--- src/rtl/regfile_pkg.sv ---
`default_nettype none
// ============================================================================
// Module   : regfile_pkg
// Purpose  : Shared types, init table and init-value lookup for regfile_mp.
// Revision : 1.0
// ============================================================================
package regfile_pkg;

    typedef enum logic [0:0] {
        IDLE  = 1'b0,
        CLEAR = 1'b1
    } state_e;

    localparam int c_init_entries = 16;

    localparam logic [15:0] c_init_table [c_init_entries] = '{
        16'h0000, 16'hFFFF, 16'h0050, 16'hF033,
        16'hF0FF, 16'h0040, 16'h6666, 16'h00FF,
        16'h8888, 16'h0000, 16'h0000, 16'h0000,
        16'hCCCC, 16'h0002, 16'h0000, 16'h0000
    };

    // Entries beyond the table initialise to zero.
    function automatic logic [15:0] init_entry(input int idx);
        if (idx >= 0 && idx < c_init_entries) begin
            return c_init_table[idx[3:0]];
        end
        return 16'h0000;
    endfunction

endpackage
`default_nettype wire

--- src/rtl/regfile_init_seq.sv ---
`default_nettype none
// ============================================================================
// Module   : regfile_init_seq
// Purpose  : Walks every address once, emitting INIT(addr) for the array.
// Revision : 1.0
// ============================================================================
module regfile_init_seq
    import regfile_pkg::*;
#(
    parameter int DATA_W = 16,
    parameter int ADDR_W = 4
) (
    input  logic              clk,
    input  logic              rst,
    input  logic              clr_req_i,
    output logic              busy_o,
    output logic [ADDR_W-1:0] seq_addr_o,
    output logic [DATA_W-1:0] seq_data_o
);

    state_e            state_q, state_d;
    logic [ADDR_W-1:0] cnt_q, cnt_d;

    always_ff @(posedge clk) begin
        if (!rst) begin
            state_q <= IDLE;
            cnt_q   <= '0;
        end else begin
            state_q <= state_d;
            cnt_q   <= cnt_d;
        end
    end

    always_comb begin
        state_d = state_q;
        cnt_d   = cnt_q;
        case (state_q)
            IDLE: begin
                if (clr_req_i) begin
                    state_d = CLEAR;
                    cnt_d   = '0;
                end
            end
            CLEAR: begin
                // A request arriving here is ignored: no restart, no extension.
                if (cnt_q == {ADDR_W{1'b1}}) begin
                    state_d = IDLE;
                    cnt_d   = '0;
                end else begin
                    cnt_d = cnt_q + ADDR_W'(1);
                end
            end
            default: state_d = IDLE;
        endcase
    end

    assign busy_o     = (state_q == CLEAR);
    assign seq_addr_o = cnt_q;
    assign seq_data_o = DATA_W'(init_entry(int'(cnt_q)));

endmodule
`default_nettype wire

--- src/rtl/regfile_mp.sv ---
`default_nettype none
// ============================================================================
// Module   : regfile_mp
// Purpose  : Multi-port register file with special-register port and re-init.
// Revision : 1.0
// ============================================================================
module regfile_mp
    import regfile_pkg::*;
#(
    parameter int DATA_W = 16,
    parameter int ADDR_W = 4,
    parameter int SP_IDX = 0,
    parameter int BYPASS = 1
) (
    input  logic              clk,
    input  logic              rst,
    input  logic              wr,
    input  logic [ADDR_W-1:0] wrAddr,
    input  logic [DATA_W-1:0] wrData,
    input  logic              wrSp,
    input  logic [DATA_W-1:0] wrDataSp,
    input  logic [ADDR_W-1:0] rdAddrR1,
    input  logic [ADDR_W-1:0] rdAddrR2,
    output logic [DATA_W-1:0] rdDataR1,
    output logic [DATA_W-1:0] rdDataR2,
    output logic [DATA_W-1:0] rdDataSp,
    input  logic              clrReq,
    output logic              busy,
    output logic              wrDrop
);

    localparam int                DEPTH     = 2**ADDR_W;
    localparam logic [ADDR_W-1:0] c_sp_addr = ADDR_W'(SP_IDX);

    logic [DATA_W-1:0] mem_q [DEPTH];
    logic              wr_drop_q, wr_drop_d;
    logic              seq_busy;
    logic [ADDR_W-1:0] seq_addr;
    logic [DATA_W-1:0] seq_data;
    logic              fwd_en;
    logic              main_hits_sp;
    logic              sp_commit;

    regfile_init_seq #(
        .DATA_W (DATA_W),
        .ADDR_W (ADDR_W)
    ) u_init_seq (
        .clk        (clk),
        .rst        (rst),
        .clr_req_i  (clrReq),
        .busy_o     (seq_busy),
        .seq_addr_o (seq_addr),
        .seq_data_o (seq_data)
    );

    assign main_hits_sp = wr && (wrAddr == c_sp_addr);
    assign sp_commit    = wrSp && !main_hits_sp;

    generate
        if (BYPASS == 1) begin : g_bypass
            assign fwd_en = !seq_busy;
        end else begin : g_no_bypass
            assign fwd_en = 1'b0;
        end
    endgenerate

    // Main-port forwarding is tested first so it wins over the special port.
    assign rdDataR1 = (fwd_en && wr   && (wrAddr   == rdAddrR1))  ? wrData   :
                      (fwd_en && wrSp && (rdAddrR1 == c_sp_addr)) ? wrDataSp :
                      mem_q[rdAddrR1];
    assign rdDataR2 = (fwd_en && wr   && (wrAddr   == rdAddrR2))  ? wrData   :
                      (fwd_en && wrSp && (rdAddrR2 == c_sp_addr)) ? wrDataSp :
                      mem_q[rdAddrR2];
    assign rdDataSp = (fwd_en && main_hits_sp) ? wrData   :
                      (fwd_en && wrSp)         ? wrDataSp :
                      mem_q[c_sp_addr];

    always_ff @(posedge clk) begin
        if (!rst) begin
            for (int i = 0; i < DEPTH; i++) begin
                mem_q[i] <= DATA_W'(init_entry(i));
            end
        end else if (seq_busy) begin
            mem_q[seq_addr] <= seq_data;
        end else begin
            if (wr) begin
                mem_q[wrAddr] <= wrData;
            end
            if (sp_commit) begin
                mem_q[c_sp_addr] <= wrDataSp;
            end
        end
    end

    assign wr_drop_d = seq_busy ? (wr || wrSp) : (wrSp && main_hits_sp);

    always_ff @(posedge clk) begin
        if (!rst) begin
            wr_drop_q <= 1'b0;
        end else begin
            wr_drop_q <= wr_drop_d;
        end
    end

    assign wrDrop = wr_drop_q;
    assign busy   = seq_busy;

endmodule
`default_nettype wire

--- config.mk ---
export PLATFORM = sky130hd
export DESIGN_NAME = regfile_mp
export DESIGN_NICKNAME = d
export VERILOG_FILES = /design/src/rtl/regfile_pkg.sv /design/src/rtl/regfile_init_seq.sv /design/src/rtl/regfile_mp.sv
export SDC_FILE = /design/constraint.sdc
export NUM_CORES = 1
export LEC_CHECK = 0
export ABC_AREA = 1
export BUFFER_PORTS_ARGS = -buffer_cell sky130_fd_sc_hd__buf_2
export CAP_MARGIN = 0
export CORE_UTILIZATION = 25
export CTS_BUF_LIST = sky130_fd_sc_hd__clkbuf_16
export DETAILED_ROUTE_END_ITERATION = 12
export SETUP_SLACK_MARGIN = 0.2
export SLEW_MARGIN = 10
export SYNTH_ARGS = -nofsm -noshare
export SYNTH_HDL_FRONTEND = slang
export SYNTH_HIERARCHICAL = 1
export SYNTH_SLANG_ARGS = --single-unit
--- constraint.sdc ---
create_clock -name clk -period 3.5 [get_ports clk]
set_input_delay 0.525 -clock clk [delete_from_list [all_inputs] [get_ports clk]]
set_output_delay 0.525 -clock clk [all_outputs]
set_load 0.01 [all_outputs]
## Word level (Yosys, flattened, before mapping)

Memory sizes are Yosys's and may differ from the RTL's.
Index checks and enable logic that the tools add are counted.

- Add/subtract/negate cells: 1
- $lt $le $gt $ge: 1
- Eq/ne operators: 4
- Mux-type cells: 56
- Bitwise gates (word level): 3
- Reduce and logical (&&, ||, !) cells: 18

Operators by type and width:

| kind | number |
|---|---|
| 16-bit 2-to-1 mux | 27 |
| 16-bit OR reduction | 2 |
| 1-bit 2-to-1 mux | 18 |
| 4-bit 2-to-1 mux | 4 |
| 15-bit 2-to-1 mux | 1 |
| 7-bit 2-to-1 mux | 2 |
| 4-bit logical NOT | 3 |
| 1-bit logical AND | 10 |
| 4-bit equality test | 2 |
| 8-bit 2-to-1 mux | 1 |
| 4-bit one-hot mux with 2 select lines | 1 |
| 5-bit greater-or-equal comparator (second input constant) | 1 |
| 4-bit inverter with 5-bit output | 1 |
| 4-bit by 1-bit adder with 4-bit output (second input constant) | 1 |
| 4-bit equality test (second input constant) | 1 |
| 1-bit logical NOT | 2 |
| 2-bit 2-to-1 mux | 1 |
| 2-bit inequality test (second input constant) | 1 |
| 1-bit one-hot mux with 2 select lines | 1 |
| 1-bit logical OR | 1 |
| 1-bit inverter | 1 |
| 1-bit bitwise OR | 1 |

- Register bits after elaboration: 6
- Bits in writable memories: 256
- ROM bits: 256
- Input port bits: 49
- Word-level logic and storage cells: 88
- Memories: 2

Memory list:

| name | words | width | rd ports | clocked after Yosys merged registers in | wr ports | line | source |
|---|---|---|---|---|---|---|---|
| (name not given) | 16 | 16 | 1 | 0 | 0 | regfile_pkg.sv:26 | `return c_init_table[idx[3:0]];` |
| mem_q | 16 | 16 | 3 | 0 | 16 | regfile_mp.sv:35 | `logic [DATA_W-1:0] mem_q [DEPTH];` |

## Logic depth before layout (Yosys ltp)

- Depth after elaboration: 10
- Gate-level depth with buffers: 12

## Cells and area by module

The synthesis kept the hierarchy.

Modules (own cells, without submodules):

| module | times used | cells each | area an instance (um2) | sequential area each (um2) |
|---|---|---|---|---|
| regfile_mp | 1 | 2345 | 16460.8 | 7707.4 |
| regfile_init_seq | 1 | 68 | 461.7 | 100.1 |

## Least setup slack after synthesis

OpenSTA, ideal clock, no wires.

- Path kind: input port to flip-flop
- Start point: in rst
- End point: mem mem_q[11][0], enable pin
- Library setup time: 0.411 ns
- Arrival time: 2.714 ns
- Slack: 0.374 ns
- Stages on the path: 7
- Buffers on the path: 3
- Cell sequence: buf_2 nand2_2 buf_4 o21ai_4 nand2_1 clkbuf_1 o21ai_0

RTL lines:

| item | line | source |
|---|---|---|
| start: declaration | regfile_mp.sv:16 | `input logic rst,` |
| end: declaration | regfile_mp.sv:35 |  |

## Worst setup path in the final report

- Start point: reg u_init_seq.state_q (netlist: u_init_seq/busy_o)
- End point: out rdDataSp[14]

- Cells in the longest elaborated chain, start to end: 4

Ends and longest elaborated chain:

| item | line | source |
|---|---|---|
| start: declaration | regfile_init_seq.sv:21 | `state_e state_q, state_d;` |
| start signal: assignment | regfile_init_seq.sv:29 | `state_q <= state_d;` |
| 1-bit logical NOT * | regfile_mp.sv:61 | `assign fwd_en = !seq_busy;` |
| 1-bit logical AND | regfile_mp.sv:75 | `(fwd_en && wrSp) ? wrDataSp :` |
| 16-bit 2-to-1 mux | regfile_mp.sv:75 |  |
| 16-bit 2-to-1 mux * | regfile_mp.sv:74 | `assign rdDataSp = (fwd_en && main_hits_sp) ? wrData :` |
| end: declaration | regfile_mp.sv:26 | `output logic [DATA_W-1:0] rdDataSp,` |

Mark *: on every way between the ends. The rest lies on a longest branch, timed or not.

==> results list <==
- CTS H-tree lvls: 1
- Ratio of routed vias to standard cells: 4.97
- Syn-to-layout area delta: 16.9%
- The tool flagged a number of max-cap violations equal to 0.
- Detailed routing inserted a total of 16800 vias.
- The number of pins with negative max-slew slack in the final report was 0.
- After the last flow step, the layout net total stands at 2541.
- Clock tree from TritonCTS: done
- Mean instance size in the synthesized netlist: between 7 and 8 sq um
- Synthesized netlist net count: roughly 2500
* Clk root buf: sky130_fd_sc_hd__clkbuf_16
- The worst setup path is launched from a register.
* First-pass detailed-route iteration total: 6
- The total area inside the core boundary comes to 67000 sq um.
- For this configuration, the core starts out at a cell density of 0.252.
- In this run the critical register-to-register path is launched from u_init_seq/busy_o$_SDFF_PN0_.
* Worst clock skew on the final layout: approximately 0.026 ns
* Fmax: between 300 and 400 MHz
* Number of enable-type register cells in the synthesized netlist: between 200 and 300
- Detailed routing placed a total of 7.63 mm of wire on met3.
- Net switching power: approximately 2700 uW
- At the end of the flow the core is filled with cells to 0.295.
- Part of the power in registers: 0.430
- Start-to-end type of the worst setup path: reg -> out
* Area share of the largest cell type after synthesis: 0.454
- Die H: between 200 and 300 um
* Number of distinct library cells after synthesis: 32
* Initial DRC Count: ~2400
* Type of the most critical hold path: in -> reg
- Count of buffers inserted at the top-level ports: 98
- Of the cells placed in the final design, the portion with a size suffix greater than 1 is 0.110.
- For this design, the sink count on the clock tree is approximately 260.
* Category of the worst setup path capture point: primary output
- Setup repair after global routing left no endpoint under its margin.
- CP startpoint: u_init_seq/busy_o$_SDFF_PN0_
* Final period demand of the worst path: approximately 3.2 ns
- Once placement finished, the instance area stood at 18800 sq um.
* Final WL: between 70 and 80 mm
- Site row count: 95
- The share of total power dissipated in combinational logic is 0.204.
* Sum of met2 wire segment lengths after detailed routing: about 31 mm
- VDD sags by at most between 0.0003 and 0.0004 V.
- Setup violations remaining at the end of the flow were counted as 0.
- In the finished design, the share of the clock period the worst path needs comes to 0.904.
* Power share of the clock group: 0.366
* Total routing usage reported by global routing: 0.203
* Relative slew slack: 0.398
- Ports: a little under 100
- Cts hold-fix bufs: 0
* Netlist area before placement: 16900 sq um
- Most frequently used flop master after synthesis: sky130_fd_sc_hd__edfxtp_1
- Worst-margin pin slew: between 0.9 and 1 ns
* Fin Setup TNS: 0 ns
* Post-synthesis async set-or-reset flop share: 0
* Clk Latency, worst-skew pair: 0.59 ns
- The via count of the first global-routing pass is approximately 16000.
- Entering global routing, the biggest net connects 153 pins.
- Routability-driven placement finished with a final weighted congestion of around 0.97.
* WP data required: 2.97 ns
- Synth area leaders: sky130_fd_sc_hd__edfxtp_1 (45%), sky130_fd_sc_hd__nand2_1 (21%), sky130_fd_sc_hd__nand3_1 (10%)
- Ordered list of cells on the worst path: inv_1, nand2_1, clkinv_1, buf_4, o211ai_1, o21ai_0, buf_2
- Antenna viol nets, final: 0
- The final-report hold violation count came to 0.
* Post-synth top cells: sky130_fd_sc_hd__nand2_1 (933), sky130_fd_sc_hd__nand3_1 (343), sky130_fd_sc_hd__inv_1 (276)
- Synthesis inferred 262 register bits.
- After clock tree synthesis, the setup repair step added 0 buffers.
- Most common cell in the netlist: sky130_fd_sc_hd__nand2_1
- In this run the top signal layer used is met5.
- Post-CTS clock slew at the launch and capture registers of the worst setup and hold paths: ~0.060 ns
- Cells after Synth: between 2000 and 2500
- Of the total power, the share spent switching nets is 0.322.
* Maximum fanout along the worst path: 33
- The flow ran to the end, and the final reports show no timing, DRC or antenna violations.
* First-pass GRT wire length: around 100 mm
- Aggregate global routing overflow: 0
- Number of clock buffers inserted by TritonCTS: 29
* Post-route met1 wirelength: 29.0 mm
- Filler cell count: 7351
- Final Cell Area: 19800 sq um
* Cell type with the largest total area after synthesis: sky130_fd_sc_hd__edfxtp_1
- Startpoint of the worst hold path: wrDataSp[8]
* Sequential area share after synthesis: 0.461
* Number of remaining DRC errors: 0
- Area taken by flip-flops and latches: just under 8000 sq um
- Post-detailed-placement half-perimeter wirelength: a little under 50 mm
- The number of antenna violations at the first check in global routing is 2.
- PD cells: ~430 nW/um^2
- The largest individual stage delay along the critical path comes from the cell sky130_fd_sc_hd__dfxtp_1.
- Final routed wire length divided by cell count: just over 20 um
- Pleak: a little under 0.009 uW
- Max clock buf depth: 3
* Internal power: between 5000 and 6000 uW
- For this run, the slowest stage of the critical path takes ~0.52 ns.
- The multi-input combinational cells in the finished layout cover a total of around 7400 sq um.
- The die covers just under 70000 sq um.
- At the worst endpoint, the arrival time is approximately 2.6 ns.
* Count of yosys warnings during synthesis: 6
- The floorplan step set the die width to ~260 um.
-- layout make-up --
cell class                 instances  area share
sequential                       262       0.395
clock inverter                    25      0.0103
timing repair buffer             198      0.0750
multi-input combinational       1706       0.373
antenna                            1    0.000127
inverter                         289      0.0552
clock buffer                      29      0.0367
tap                              873      0.0552
-- power by group through the flow --
stage	Clock [uW]	Sequential [uW]	Combinational, uW
after floorplan	0	3660	905
after global placement	0	3680	1680
after detailed placement	0	3680	1680
after CTS	3100	3620	1680
after global routing	3210	3630	1840
final	3080	3620	1720
-- flip-flops by register name, indices dropped and copies added, names as in the netlist --
| name | flops |
|---|---|
| u_init_seq/busy_o | 1 |
| u_init_seq/seq_addr_o | 4 |
| wrDrop | 1 |
| mem_q | 256 |
-- path summary, 6_finish.rpt --
check / to / slack, ns / depth (start not counted)
hold reg to reg: u_init_seq/seq_addr_o[1]$_SDFFE_PN0P_ / 0.66 / 3
setup reg to reg: mem_q[8][11]$_SDFFCE_PN1P_ / 0.64 / 8
hold / removal: mem_q[0][8]$_DFFE_PP_ / 0.23 / 3
setup / recovery: rdDataSp[14] / 0.34 / 7
-- logic make-up after synthesis --
kind of cell | share of synthesized area
xor gates and xnor gates | 0.00104
buffers and inverters | 0.103
AOI/OAI and AO/OA | 0.0481
and+or+nand+nor | 0.382
adders and majority gates | 0.00444
DFF | 0.461
-- worst max-delay path: cells and delay by family, from the launching register on --
kind                   cells  cell delay [ns]
AO/OA/AOI/OAI              2             0.49
AND/OR/NAND/NOR            1             0.20
buffers and inverters      4             0.81
flip-flops                 1             0.52
-- stage by stage --
step	total power [uW]	instances	setup WS (ns)	hold WS, ns
final	8410	3383	0.336	0.230
after floorplan	4570	2413	0.374	0.512
after detailed placement	5360	3328	0.483	0.644
after CTS	8400	3382	0.346	0.218
after global routing	8680	3382	0.201	0.231
after global placement	5360	3328	0.490	0.642
-- layout by cell type (no fill, tap or decap), types with 3 or more instances in the layout --
master,netlist,routed
sky130_fd_sc_hd__a21oi_1,16,16
sky130_fd_sc_hd__buf_12,0,19
sky130_fd_sc_hd__buf_2,40,96
sky130_fd_sc_hd__buf_4,4,83
sky130_fd_sc_hd__clkbuf_16,0,29
sky130_fd_sc_hd__clkinv_1,2,7
sky130_fd_sc_hd__clkinv_2,0,3
sky130_fd_sc_hd__clkinv_4,0,3
sky130_fd_sc_hd__clkinvlp_4,0,4
sky130_fd_sc_hd__dfxtp_1,6,6
sky130_fd_sc_hd__edfxtp_1,256,256
sky130_fd_sc_hd__ha_1,6,6
sky130_fd_sc_hd__inv_1,276,280
sky130_fd_sc_hd__inv_2,10,9
sky130_fd_sc_hd__nand2_1,933,933
sky130_fd_sc_hd__nand2_2,6,6
sky130_fd_sc_hd__nand3_1,343,343
sky130_fd_sc_hd__nand3_2,3,3
sky130_fd_sc_hd__nand4_1,4,4
sky130_fd_sc_hd__nor2_1,211,211
sky130_fd_sc_hd__nor2_2,6,6
sky130_fd_sc_hd__nor2_4,3,3
sky130_fd_sc_hd__nor3_1,51,50
sky130_fd_sc_hd__o211ai_1,51,51
sky130_fd_sc_hd__o21ai_0,61,57
sky130_fd_sc_hd__o21ai_1,3,7
-- timing repair --
action	in CTS	in global routing
hold endpoints to repair	0	0
gates resized for setup	0	2
setup endpoints to repair	0	5
-- layer usage --
layer  global-route usage  vias to the layer above
met1                0.282                     7834
met3               0.0406                      150
met2                0.310                      946
met4               0.0735                        4
li1                     -                     7864
met5                    0                        -
Power figures use the tool's default switching activity.
